===== src/rtl/mm_pkg.sv =====
// mm_pkg: shared types and defaults for the matrix-multiply sequencer.
// State encoding and the drain-length helper live here.
package mm_pkg;

  localparam int N_DEF     = 4;
  localparam int DW_DEF    = 8;
  localparam int K_MAX_DEF = 64;

  typedef enum logic [2:0] {
    IDLE,
    CLEAR,
    FEED,
    DRAIN,
    DONE
  } state_t;

  function automatic int drain_len(input int n);
    return 2 * n + 2;
  endfunction

  localparam int DRAIN_LEN = drain_len(N_DEF);

endpackage


===== src/rtl/mm_skew.sv =====
// mm_skew: gated triangular delay line for one array edge.
// Lane i sees i+1 registers, so lane 0 lags the gate by one cycle.
module mm_skew #(
  parameter int N  = 4,
  parameter int DW = 8
) (
  input  logic          clk,
  input  logic          rst_n,
  input  logic          clr,
  input  logic          vld,
  input  logic [N*DW-1:0] din,
  output logic [N*DW-1:0] dout
);

  logic [N*DW-1:0] gated;

  assign gated = vld ? din : '0;

  for (genvar i = 0; i < N; i++) begin : g_lane
    logic [(i+1)*DW-1:0] sr;

    if (i == 0) begin : g_head
      // single-stage lane: capture the gated slice
      always_ff @(posedge clk or negedge rst_n) begin
        if (!rst_n)   sr <= '0;
        else if (clr) sr <= '0;
        else          sr <= gated[DW-1:0];
      end
    end else begin : g_tail
      // multi-stage lane: shift toward the top slot
      always_ff @(posedge clk or negedge rst_n) begin
        if (!rst_n)   sr <= '0;
        else if (clr) sr <= '0;
        else          sr <= {sr[i*DW-1:0],
                             gated[i*DW +: DW]};
      end
    end

    assign dout[i*DW +: DW] = sr[i*DW +: DW];
  end

endmodule


===== src/rtl/mm_sched.sv =====
// mm_sched: clear/feed/drain/handshake sequencer for the
// NxN systolic MAC array.
module mm_sched
  import mm_pkg::*;
#(
  parameter int N     = N_DEF,
  parameter int DW    = DW_DEF,
  parameter int K_MAX = K_MAX_DEF,
  parameter int KW    = $clog2(K_MAX + 1)
) (
  input  logic            clk,
  input  logic            rst_n,
  input  logic            start,
  input  logic [KW-1:0]   k_len,
  output logic            busy,
  output logic            cfg_err,
  output logic            a_rd_en,
  output logic            b_rd_en,
  output logic [KW-1:0]   a_rd_addr,
  output logic [KW-1:0]   b_rd_addr,
  input  logic [N*DW-1:0] a_rd_data,
  input  logic [N*DW-1:0] b_rd_data,
  output logic [N*DW-1:0] a_feed,
  output logic [N*DW-1:0] b_feed,
  output logic            array_en,
  output logic            array_clr_n,
  output logic            res_valid,
  input  logic            res_ack
);

  localparam int DLEN = drain_len(N);
  localparam int DCW  = $clog2(DLEN);
  localparam logic [KW-1:0]  KCAP  = KW'(K_MAX);
  localparam logic [DCW-1:0] DLOAD = DCW'(DLEN - 1);

  state_t         state_q, state_d;
  logic [KW-1:0]  k_q, k_d;
  logic [KW-1:0]  klen_q, klen_d;
  logic [DCW-1:0] dcnt_q, dcnt_d;
  logic           err_q, err_d;
  logic           clr_q;
  logic           vld_q;
  logic           feeding;
  logic           skew_clr;

  // state, counters and registered strobes
  always_ff @(posedge clk or negedge rst_n) begin
    if (!rst_n) begin
      state_q <= IDLE;
      k_q     <= '0;
      klen_q  <= '0;
      dcnt_q  <= '0;
      err_q   <= 1'b0;
      clr_q   <= 1'b1;
      vld_q   <= 1'b0;
    end else begin
      state_q <= state_d;
      k_q     <= k_d;
      klen_q  <= klen_d;
      dcnt_q  <= dcnt_d;
      err_q   <= err_d;
      clr_q   <= (state_d != CLEAR);
      vld_q   <= feeding;
    end
  end

  // next-state and counter updates
  always_comb begin
    state_d = state_q;
    k_d     = k_q;
    klen_d  = klen_q;
    dcnt_d  = dcnt_q;
    err_d   = 1'b0;
    unique case (state_q)
      IDLE: begin
        if (start) begin
          if (k_len == '0) begin
            err_d = 1'b1;
          end else begin
            state_d = CLEAR;
            klen_d  = (k_len > KCAP) ? KCAP : k_len;
          end
        end
      end
      CLEAR: begin
        state_d = FEED;
        k_d     = '0;
      end
      FEED: begin
        if (k_q == klen_q - KW'(1)) begin
          state_d = DRAIN;
          dcnt_d  = DLOAD;
        end else begin
          k_d = k_q + KW'(1);
        end
      end
      DRAIN: begin
        if (dcnt_q == '0) state_d = DONE;
        else dcnt_d = dcnt_q - DCW'(1);
      end
      DONE: begin
        if (res_ack) state_d = IDLE;
      end
      default: state_d = IDLE;
    endcase
  end

  assign feeding     = (state_q == FEED);
  assign skew_clr    = (state_q == CLEAR);
  assign busy        = (state_q != IDLE);
  assign cfg_err     = err_q;
  assign a_rd_en     = feeding;
  assign b_rd_en     = feeding;
  assign a_rd_addr   = feeding ? k_q : '0;
  assign b_rd_addr   = feeding ? k_q : '0;
  assign array_en    = feeding | (state_q == DRAIN);
  assign res_valid   = (state_q == DONE);
  assign array_clr_n = rst_n & clr_q;

  mm_skew #(.N(N), .DW(DW)) u_skew_a (
    .clk   (clk),
    .rst_n (rst_n),
    .clr   (skew_clr),
    .vld   (vld_q),
    .din   (a_rd_data),
    .dout  (a_feed)
  );

  mm_skew #(.N(N), .DW(DW)) u_skew_b (
    .clk   (clk),
    .rst_n (rst_n),
    .clr   (skew_clr),
    .vld   (vld_q),
    .din   (b_rd_data),
    .dout  (b_feed)
  );

endmodule


===== config.mk =====
export PLATFORM = sky130hd
export DESIGN_NAME = mm_sched
export DESIGN_NICKNAME = d
export VERILOG_FILES = /design/src/rtl/mm_pkg.sv /design/src/rtl/mm_skew.sv /design/src/rtl/mm_sched.sv
export SDC_FILE = /design/constraint.sdc
export NUM_CORES = 1
export LEC_CHECK = 0
export BUFFER_PORTS_ARGS = -buffer_cell sky130_fd_sc_hd__buf_4
export CAP_MARGIN = 20
export CORE_MARGIN = 3
export CORE_UTILIZATION = 53
export DETAILED_ROUTE_END_ITERATION = 12
export PLACE_DENSITY_LB_ADDON = 0.3
export SYNTH_ARGS = -nofsm -noshare
export SYNTH_HDL_FRONTEND = slang
export SYNTH_SLANG_ARGS = --single-unit

===== constraint.sdc =====
create_clock -name clk -period 3.2 [get_ports clk]
set_clock_uncertainty 0.2 [all_clocks]
set_input_delay 0.64 -clock clk [delete_from_list [all_inputs] [get_ports clk]]
set_output_delay 0.64 -clock clk [all_outputs]
set_load 0.01 [all_outputs]

==> run summary <==
Synthesis
• main combinational cell family by area after synthesis: simple AND/OR/NAND/NOR gates
• count of different cell masters after synthesis: 39
• Adder-Cell Fraction of Synth Area: 0.00538
• multiplexer share of the synthesized area: 0.0100
• fraction of the mapped netlist area in simple logic gates: 0.206
• total of flip-flops plus latches after synthesis: 184
• portion of the post-synthesis area used by sequential elements: 0.660
• instance count of the mapped netlist: 565
• netlist area before placement: 6980 um^2
• synthesized netlist net count: 643
• Post-Synth XOR/XNOR Area: 0.0125
• complex-gate fraction of the synthesized area: 0.0215
• top post-synthesis cells by area: dfrtp_1 (66%), and2_1 (9.5%), buf_4 (6.0%)
• number of synthesis warnings: 0
• share of Yosys cell area claimed by the top area cell type: 0.656
• mean cell area of the mapped netlist: 12.4 um^2
• post-synth top area cell: dfrtp_1

Worst hold path
• Hold Crit Class: in -> reg

Final layout
• layout net count: 737
• filler instances: 939
• area growth from synthesis to final layout: 22.1%
• layout cells sized above 1: 0.298
• Antenna Diode Count: 0

Worst setup path
• type of origin of the critical path: flip-flop
• R2R depth: 7
• startpoint of the worst-slack reg-to-reg timing path: klen_q[0]
• crit end category: flip-flop
• maximum net fanout on the critical path: 13
• setup slack of the most critical reg-to-reg path: 0.16 ns
• CP Class: reg -> reg
• beginning of the critical path: klen_q[0]
• endpoint of the worst register-to-register path: dcnt_q[1]
• WP data required: 3.31 ns
• endpoint of the worst setup timing path: dcnt_q[1]
• Worst EP arrival: 3.15 ns

Global routing
• GRT overflow: 0
• global-route usage over all layers: 0.181
• antenna violations before repair: 0
• vias in the first global route: 4,124
• maximum number of pins on one net before global-route repair: 105
• global-route wire length before repair: 20,300 um

Clock network
• cell chosen for the clock root: clkbuf_16
• total number of clock tree sinks: 184
• clock transition at the registers of the reported paths: 0.06 ns
• maximum buffer depth of the clock tree: 2
• CTS tree: done
• clock buffer count from CTS: 17
• clock latency at the later pin of the worst-skew pair: 0.42 ns
• number of levels the H-tree was split into: 4

Job
• max-capacitance violation count: 0

STA
• final max-slew violation count: 0
• transition time of the tightest slew-check pin: 0.799 ns
• post-route worst hold slack: 0.195 ns
• number of endpoints failing setup at the final stage: 0
• setup repair after global routing missed its margin: no
• Relative slew margins: 0.467
• final critical-path required period: 3.04 ns
• post-route setup TNS: 0 ns
• Final Hold Vio Count: 0
• final worst-path cycle share: 0.949
• highest clock rate: 0.329 GHz

Outcome
• outcome: completed

Route
• Routed WL: 12,700 um
• 1st-iter DRT viols: 259
• post-route antenna net violation count: 0
• routed vias/inst: 4.90
• total number of vias: 4,139
• Routed WL per cell: 15.0 um
• first-pass iteration count of the detailed router: 4
• DRC violation count after routing: 0

Die
• Die X: 121 um
• die footprint: 14,600 um^2
• number of placement rows: 41
• Starting Density: 0.546
• I/O pin count: 160
• Core ar.: 12,800 um^2
• die height: 121 um

Place
• dpl hpwl: 8270 um
• number of input and output port buffers inserted: 159
• global placement routability congestion: 0.847

Power and ir drop
• Pleak: 4.38 nW
• Peak supply drop: 0.462 mV
• total power divided by cell area: 931 nW/um^2

## repair_timing
action                     in CTS  in global routing
hold buffers                    1                  0
buffers inserted                0                  0
gates resized for setup         0                  1
hold endpoints to repair       30                  0
setup endpoints to repair       0                  1
## area by class of cell
type                            instances  area [um^2]  area share
Clock inverter                         10          140      0.0164
Sequential cell                       184         4610       0.541
Multi-Input combinational cell        282         1790       0.210
Clock buffer                           22          474      0.0557
Timing Repair Buffer                  166         1270       0.149
Inverter                                8         30.0     0.00352
Tap cell                              172          215      0.0253
## routing by layer
metal / vias to the layer above / track usage / part of all wire
met4: 0 / 0.0836 / 0.033
li1: 1959 / - / -
met3: 34 / 0.0486 / 0.053
met2: 128 / 0.291 / 0.50
met1: 2018 / 0.231 / 0.42
met5: - / 0 / 0
## Yosys cell counts
library cell	count
clkbuf_1	31
a2111oi_0	1
nor2b_1	2
o311ai_2	1
and3_1	66
a21oi_1	2
xor2_1	4
nor3_1	6
nand2_1	22
nor4_1	3
nand4_1	3
a32o_1	1
o31ai_1	1
a31o_1	1
nand3_1	8
o21ai_0	10
nor2_1	6
dfrtp_1	183
and4_1	3
or3_1	1
nand2b_1	8
xnor2_1	6
or3b_2	1
and2_1	106
buf_2	1
buf_4	56
a211oi_1	3
or3_4	1
dfstp_2	1
buf_6	1
or4_1	2
mux2i_1	7
buf_1	2
ha_1	3
nor4b_1	1
o31a_1	1
or3b_4	1
inv_1	8
o21bai_1	1
## cell families (layout without fill, tap and decap cells)
logic type	Yosys count	count (layout)
buffers and inverters	99	206
DFF	184	184
and+or+nand+nor	240	240
xor gates and xnor gates	10	10
adders and majority gates	3	3
muxes	7	7
AOI/OAI and AO/OA	22	22
## worst min-delay path by stage
stage	from	endpoint	slack (ns)	cells after the start
after detailed placement	u_skew_a.g_lane[2].sr[9]	u_skew_a.g_lane[2].sr[17]	0.23	1
after floorplan	rst_n	cfg_err	0.14	0
after global placement	u_skew_b.g_lane[2].sr[5]	u_skew_b.g_lane[2].sr[13]	0.23	1
final	res_ack	state_q[2]	0.19	2
after CTS	res_ack	state_q[2]	0.18	2
after global routing	res_ack	state_q[2]	0.20	2
## placed cells by master (no fill, tap or decap), types with 2 or more instances in the layout
cell type	netlist	layout
clkinvlp_4	0	2
and2_1	106	106
nor2_1	6	6
a211oi_1	3	3
nor3_1	6	6
o21ai_0	10	10
and3_1	66	66
inv_1	8	8
clkbuf_8	0	4
nor2b_1	2	2
nand2_1	22	22
nand2b_1	8	8
xnor2_1	6	6
nand3_1	8	8
bufinv_16	0	3
clkinv_2	0	3
ha_1	3	3
and4_1	3	3
a21oi_1	2	2
buf_4	56	163
clkbuf_1	31	2
nor4_1	3	3
dfrtp_1	183	183
mux2i_1	7	7
xor2_1	4	4
clkbuf_16	0	17
nand4_1	3	3
or4_1	2	2
or3b_4	1	2
## critical path, cell delays in order, from the launching register on
cell,delay (ns)
dfrtp_1,0.56
inv_1,0.09
ha_1,0.28
o21bai_1,0.21
a2111oi_1,0.59
o311ai_2,0.28
or3b_4,0.49
a31o_1,0.21
## per-stage QoR
stage	power (mW)	setup slack, ns	cell area, um^2	instances	util
after floorplan	5.13	0.481	6980	565	-
after global placement	5.70	0.441	7900	811	0.618
after detailed placement	5.84	0.162	7900	811	0.618
after CTS	8.00	0.128	8520	844	0.667
after global routing	8.40	0.0641	8520	844	0.667
final	7.93	0.165	8520	844	0.667
## where the power goes
group	internal (mW)	total, mW	switching (mW)
clock network	1.30	2.14	0.845
logic	1.21	2.32	1.12
registers	3.11	3.47	0.363
total	5.61	7.93	2.32
## sequential cells by signal (all words and copies together) (netlist names)
| name | flops |
|---|---|
| cfg_err | 1 |
| u_skew_a.g_lane.sr | 80 |
| vld_q | 1 |
| dcnt_q | 4 |
| u_skew_b.g_lane.sr | 80 |
| k_q | 7 |
| state_q | 3 |
| clr_q | 1 |
| klen_q | 7 |
Power figures use the tool's default switching activity.
